File: src/rtl/execute_hilo_unit.sv
// Execute-stage multiply/divide unit that owns the HI/LO registers. Multiplies take
// one extra cycle; divides run a restoring loop of DIV_ITERS steps followed by a sign fixup.
// Optional macro HILO_MADD_EN enables MADD/MADDU/MSUB/MSUBU accumulation into {HI,LO}.
module execute_hilo_unit #(
  parameter int DIV_ITERS = 32
) (
  input  logic        Clk,
  input  logic        Reset,
  input  logic        Start,
  input  logic [3:0]  Op,
  input  logic [31:0] ReadData1,
  input  logic [31:0] ReadData2,
  input  logic        Flush,
  output logic [31:0] HI,
  output logic [31:0] LO,
  output logic        Busy,
  output logic        Done,
  output logic        DivZero
);
  localparam int CW = $clog2(DIV_ITERS);
  localparam logic [CW-1:0] CNT_LAST = CW'(DIV_ITERS - 1);

  localparam logic [3:0] OP_MULT  = 4'd0, OP_MULTU = 4'd1;
  localparam logic [3:0] OP_DIV   = 4'd6, OP_DIVU  = 4'd7;
  localparam logic [3:0] OP_MTHI  = 4'd8, OP_MTLO  = 4'd9;
`ifdef HILO_MADD_EN
  localparam logic [3:0] OP_MADD  = 4'd2, OP_MADDU = 4'd3;
  localparam logic [3:0] OP_MSUB  = 4'd4, OP_MSUBU = 4'd5;
  typedef enum logic [1:0] {ACC_SET, ACC_ADD, ACC_SUB} acc_e;
  acc_e acc_q, acc_d;
`endif

  typedef enum logic [1:0] {S_IDLE, S_MUL, S_DIV, S_DIVFIX} state_e;
  state_e state_q, state_d;

  logic [31:0]   hi_q, hi_d, lo_q, lo_d;
  logic [63:0]   prod_q, prod_d;
  logic [31:0]   rem_q, rem_d, quo_q, quo_d, dvs_q, dvs_d;
  logic [CW-1:0] cnt_q, cnt_d;
  logic          qneg_q, qneg_d, rneg_q, rneg_d;
  logic          done_q, done_d, dz_q, dz_d;

  // Ops 0..5 are signed when Op[0] is clear; zero-extension covers the U variants.
  logic        mul_sgn;
  logic [63:0] mul_a, mul_b, mul_prod;
  assign mul_sgn  = ~Op[0];
  assign mul_a    = {{32{mul_sgn & ReadData1[31]}}, ReadData1};
  assign mul_b    = {{32{mul_sgn & ReadData2[31]}}, ReadData2};
  assign mul_prod = mul_a * mul_b;

  logic        a_neg, b_neg;
  logic [31:0] a_mag, b_mag;
  assign a_neg = (Op == OP_DIV) & ReadData1[31];
  assign b_neg = (Op == OP_DIV) & ReadData2[31];
  assign a_mag = a_neg ? (~ReadData1 + 32'd1) : ReadData1;
  assign b_mag = b_neg ? (~ReadData2 + 32'd1) : ReadData2;

  // Restoring step: quo_q doubles as the dividend shift register and the quotient.
  logic [32:0] shifted, trial;
  assign shifted = {rem_q, quo_q[31]};
  assign trial   = shifted - {1'b0, dvs_q};

  always_comb begin
    state_d = state_q;
    hi_d    = hi_q;
    lo_d    = lo_q;
    prod_d  = prod_q;
    rem_d   = rem_q;
    quo_d   = quo_q;
    dvs_d   = dvs_q;
    cnt_d   = cnt_q;
    qneg_d  = qneg_q;
    rneg_d  = rneg_q;
    done_d  = 1'b0;
    dz_d    = 1'b0;
`ifdef HILO_MADD_EN
    acc_d   = acc_q;
`endif
    case (state_q)
      S_IDLE: if (Start && !Flush) begin
        case (Op)
          OP_MULT, OP_MULTU: begin
            prod_d  = mul_prod;
            state_d = S_MUL;
`ifdef HILO_MADD_EN
            acc_d   = ACC_SET;
          end
          OP_MADD, OP_MADDU: begin
            prod_d  = mul_prod;
            acc_d   = ACC_ADD;
            state_d = S_MUL;
          end
          OP_MSUB, OP_MSUBU: begin
            prod_d  = mul_prod;
            acc_d   = ACC_SUB;
            state_d = S_MUL;
`endif
          end
          OP_DIV, OP_DIVU: begin
            if (ReadData2 == 32'd0) begin
              done_d = 1'b1;
              dz_d   = 1'b1;
            end else begin
              rem_d   = 32'd0;
              quo_d   = a_mag;
              dvs_d   = b_mag;
              qneg_d  = a_neg ^ b_neg;
              rneg_d  = a_neg;
              cnt_d   = '0;
              state_d = S_DIV;
            end
          end
          OP_MTHI: hi_d = ReadData1;
          OP_MTLO: lo_d = ReadData1;
          default: ;
        endcase
      end
      S_MUL: begin
        state_d = S_IDLE;
        if (!Flush) begin
          done_d = 1'b1;
`ifdef HILO_MADD_EN
          case (acc_q)
            ACC_ADD: {hi_d, lo_d} = {hi_q, lo_q} + prod_q;
            ACC_SUB: {hi_d, lo_d} = {hi_q, lo_q} - prod_q;
            default: {hi_d, lo_d} = prod_q;
          endcase
`else
          {hi_d, lo_d} = prod_q;
`endif
        end
      end
      S_DIV: begin
        if (Flush) begin
          state_d = S_IDLE;
        end else begin
          rem_d = trial[32] ? shifted[31:0] : trial[31:0];
          quo_d = {quo_q[30:0], ~trial[32]};
          cnt_d = cnt_q + 1'b1;
          if (cnt_q == CNT_LAST) state_d = S_DIVFIX;
        end
      end
      S_DIVFIX: begin
        state_d = S_IDLE;
        if (!Flush) begin
          lo_d   = qneg_q ? (~quo_q + 32'd1) : quo_q;
          hi_d   = rneg_q ? (~rem_q + 32'd1) : rem_q;
          done_d = 1'b1;
        end
      end
      default: state_d = S_IDLE;
    endcase
  end

  always_ff @(posedge Clk) begin
    if (Reset) begin
      state_q <= S_IDLE;
      hi_q    <= '0;
      lo_q    <= '0;
      prod_q  <= '0;
      rem_q   <= '0;
      quo_q   <= '0;
      dvs_q   <= '0;
      cnt_q   <= '0;
      qneg_q  <= 1'b0;
      rneg_q  <= 1'b0;
      done_q  <= 1'b0;
      dz_q    <= 1'b0;
`ifdef HILO_MADD_EN
      acc_q   <= ACC_SET;
`endif
    end else begin
      state_q <= state_d;
      hi_q    <= hi_d;
      lo_q    <= lo_d;
      prod_q  <= prod_d;
      rem_q   <= rem_d;
      quo_q   <= quo_d;
      dvs_q   <= dvs_d;
      cnt_q   <= cnt_d;
      qneg_q  <= qneg_d;
      rneg_q  <= rneg_d;
      done_q  <= done_d;
      dz_q    <= dz_d;
`ifdef HILO_MADD_EN
      acc_q   <= acc_d;
`endif
    end
  end

  assign HI      = hi_q;
  assign LO      = lo_q;
  assign Busy    = (state_q != S_IDLE);
  assign Done    = done_q;
  assign DivZero = dz_q;
endmodule
File: config.mk
export PLATFORM = sky130hd
export DESIGN_NAME = execute_hilo_unit
export DESIGN_NICKNAME = d
export VERILOG_FILES = /design/src/rtl/execute_hilo_unit.sv
export SDC_FILE = /design/constraint.sdc
export NUM_CORES = 2
export LEC_CHECK = 0
export CORE_AREA = 2 2 296 298
export CTS_BUF_LIST = sky130_fd_sc_hd__clkbuf_4
export CTS_CLUSTER_SIZE = 12
export DETAILED_ROUTE_END_ITERATION = 16
export DIE_AREA = 0 0 298 300
export HOLD_SLACK_MARGIN = 0.1
export PLACE_DENSITY = 0.82
export SYNTH_ARGS = -nofsm -noshare
export SYNTH_HDL_FRONTEND = slang
export SYNTH_SLANG_ARGS = --single-unit
export TNS_END_PERCENT = 5
File: constraint.sdc
create_clock -name Clk -period 13.4 [get_ports Clk]
set_input_delay 2.01 -clock Clk [delete_from_list [all_inputs] [get_ports Clk]]
set_output_delay 2.01 -clock Clk [all_outputs]
set_load 0.03 [all_outputs]
==> results.md <==
- Status: completed
- Nets: 7281
- Initial drt markers: 4399
- Non-filler cells, final: 7041
- DR WL/cell: 22.0 um
- Clock Path Buffers: 3
- Largest net degree at the start of global routing: 91
- Full die area: 89400 um2
- Number of setup violations in the final report: 0
- Worst r2r src: quo_q[31]
- Post-Syn Area: 51400 um2
- Post-Syn Instances: 5933
- WP data arrival: 11.64 ns
- I/O pin cnt: 139
- Setup TNS: 0 ns
- Normalized max-slew margin: 5.44%
- Initial core utilization: 59.6%
- DP Cell Count: 6926
- Fin crit share: 81.8%
- Drt via density: 5.98
- RR Endpoint: rem_q[13]
- Critical setup path kind: input port to flip-flop
- Critical Path Start: Op[0]
- CTS Buf Count: 60
- Critical Path Sink: prod_q[61]
- Die Wd: 298 um
- Async SR Flop Fraction: 0%
- Worst-path clk slew: 0.08 ns
- Clock Tree Root: clkbuf_4
- Most common cell after layout, fill and taps aside: fa_1
- Syn_area_per_cell: 8.66 um2
- Final WL: 155 mm
- Core area: 86200 um2
- Hold buffer count at CTS: 0
- Clk Latency, worst-skew pair: 0.81 ns
- Remaining Overflow, GRT: 0
- Reg2reg setup slack: 8.62 ns
- Final worst slack: 2.44 ns
- Die Ht: 300 um
- DRC errors left: 0
- Initial antenna violation count: 13
- WP data required: 14.08 ns
- Worst Setup End Kind: flip-flop
- Post-CTS Setup Bufs: 0
- First-pass GRT wire length: 245 mm
- Primary FF master, synth: dfxtp_1
- Final GP Congestion: 0.978
- Synth warn: 0
- Slew Viols, Final: 0
- DR vias: 42100
- Total track usage: 35.4%
- Unrepaired setup endpoints after global routing: false
- CP max-delay cell: fa_1
- DRT Pass-1 Iters: 9
- Worst slew pin tran: 1.41 ns
- Worst-path maximum fanout: 20
- Critical path's largest stage delay: 0.90 ns
- Rows: 108
- Clock skew: 0.0674 ns
- R2R cell count: 16
- Clock sinks: 235
- Post-CTS Resized: 0
- H-tree depth: 2
- CP dominant cell by count: fa_1
- Seq/Total Area, Yosys: 9.15%
- Port Buf Inserts: 138
- Most frequent cells in the layout: fa_1 (1126), inv_1 (1124), nand2_1 (1003)
- Post-route ant nets: 0
- Area growth syn-to-layout: 5.58%
- Final Hold Vio Count: 0
- EDFF count, synth: 0
- Post-DP HPWL: 118 mm
- Max capacitance violation total: 0
- CP Launch Type: input port
- Syn_nets: 7381
- Layout cells sized above 1: 4.17%
- CTS tree: built
- Setup Slack @ Placement: 1.77 ns
- Flops & latches, synth: 235
- F_max: 91.2 MHz
- Hold WC Path Type: flip-flop to flip-flop
- Number of library cell types mapped by synthesis: 73
- Post-layout min period: 10.96 ns
- Vias in the first global route: 44100
[sequential cells by signal (all words and copies together) (netlist names), 2 cells and up]
| signal | count |
|---|---|
| LO | 32 |
| cnt_q | 5 |
| quo_q | 32 |
| state_q | 2 |
| rem_q | 32 |
| HI | 32 |
| dvs_q | 32 |
| prod_q | 64 |
[final cells by class]
type / instances / area, um2
Multi-Input combinational cell: 4181 / 41000
Fill cell: 7202 / 32000
Sequential cell: 235 / 4710
Inverter: 1124 / 4220
Timing Repair Buffer: 231 / 2040
Tap cell: 1155 / 1450
Clock buffer: 76 / 571
Clock inverter: 30 / 229
Antenna cell: 9 / 22.5
[Yosys cell counts (all sizes together) (6+ instances only)]
cell,instances,area [um2]
fa,1126,22500
inv,1124,4220
nand2,1004,3770
and2,369,2310
clkbuf,331,1240
ha,250,3130
nor2,241,905
dfxtp,235,4700
a21oi,219,1100
o21ai,155,780
xnor2,124,1090
xor2,96,848
a211oi,79,593
buf,62,257
o211ai,52,390
nand3,43,215
a21o,42,315
mux2i,35,350
o31ai,32,250
nor3,28,151
a221oi,21,196
a31oi,20,125
a311oi,19,166
o41ai,17,171
nand4,16,106
nor2b,15,93.8
or2,15,93.8
or3,15,93.8
or4,15,124
a222oi,14,140
o21a,14,105
nand2b,13,81.3
o21bai,13,97.6
nor4,11,90.1
and3,10,62.6
o22ai,9,56.3
a32oi,6,52.6
[cell families after synthesis]
family	count (synthesis)	share of synthesized area (%)
compound gates	743	9.37
xor+xnor	220	3.76
fa+ha+maj	1376	50.0
buf+inv	1517	11.1
flops	235	9.15
mux	36	0.704
simple gates	1806	15.9
[per-stage QoR]
stage,hold WS [ns],utilization [%],cell area (um2)
finish,0.455,62.9,54300
global route,0.479,62.9,54200
CTS,0.458,62.9,54200
detailed placement,0.448,62.0,53400
global placement,0.441,62.0,53400
floorplan,0.425,-,51400
[critical path: cells and delay by family]
kind,cells,cell delay (ns)
fa+ha+maj,9,4.74
xor+xnor,1,0.16
simple gates,8,2.41
buf+inv,8,1.72
compound gates,3,0.55
[routing by layer]
| metal | routed length (um) | track usage, % | vias to the layer above |
|---|---|---|---|
| met4 | 10400 | 21.1 | 2 |
| met2 | 71600 | 56.1 | 2600 |
| li1 | - | - | 17900 |
| met1 | 55400 | 45.3 | 21000 |
| met3 | 17300 | 7.18 | 603 |
| met5 | 12 | 0 | - |
[how the worst min path moves through the flow]
| stage | from | to | slack, ns | cells past startpoint |
|---|---|---|---|---|
| after floorplan | prod_q[52] | prod_q[52] | 0.43 | 2 |
| after global placement | dvs_q[30] | dvs_q[30] | 0.44 | 2 |
| after detailed placement | dvs_q[18] | dvs_q[18] | 0.45 | 2 |
| after CTS | dvs_q[18] | dvs_q[18] | 0.46 | 2 |
| after global routing | dvs_q[30] | dvs_q[30] | 0.48 | 2 |
| final | dvs_q[18] | dvs_q[18] | 0.45 | 2 |
Power is left out: the tool's default activity adds up to more than one toggle a clock period on the data nets, which glitch-free logic cannot reach.
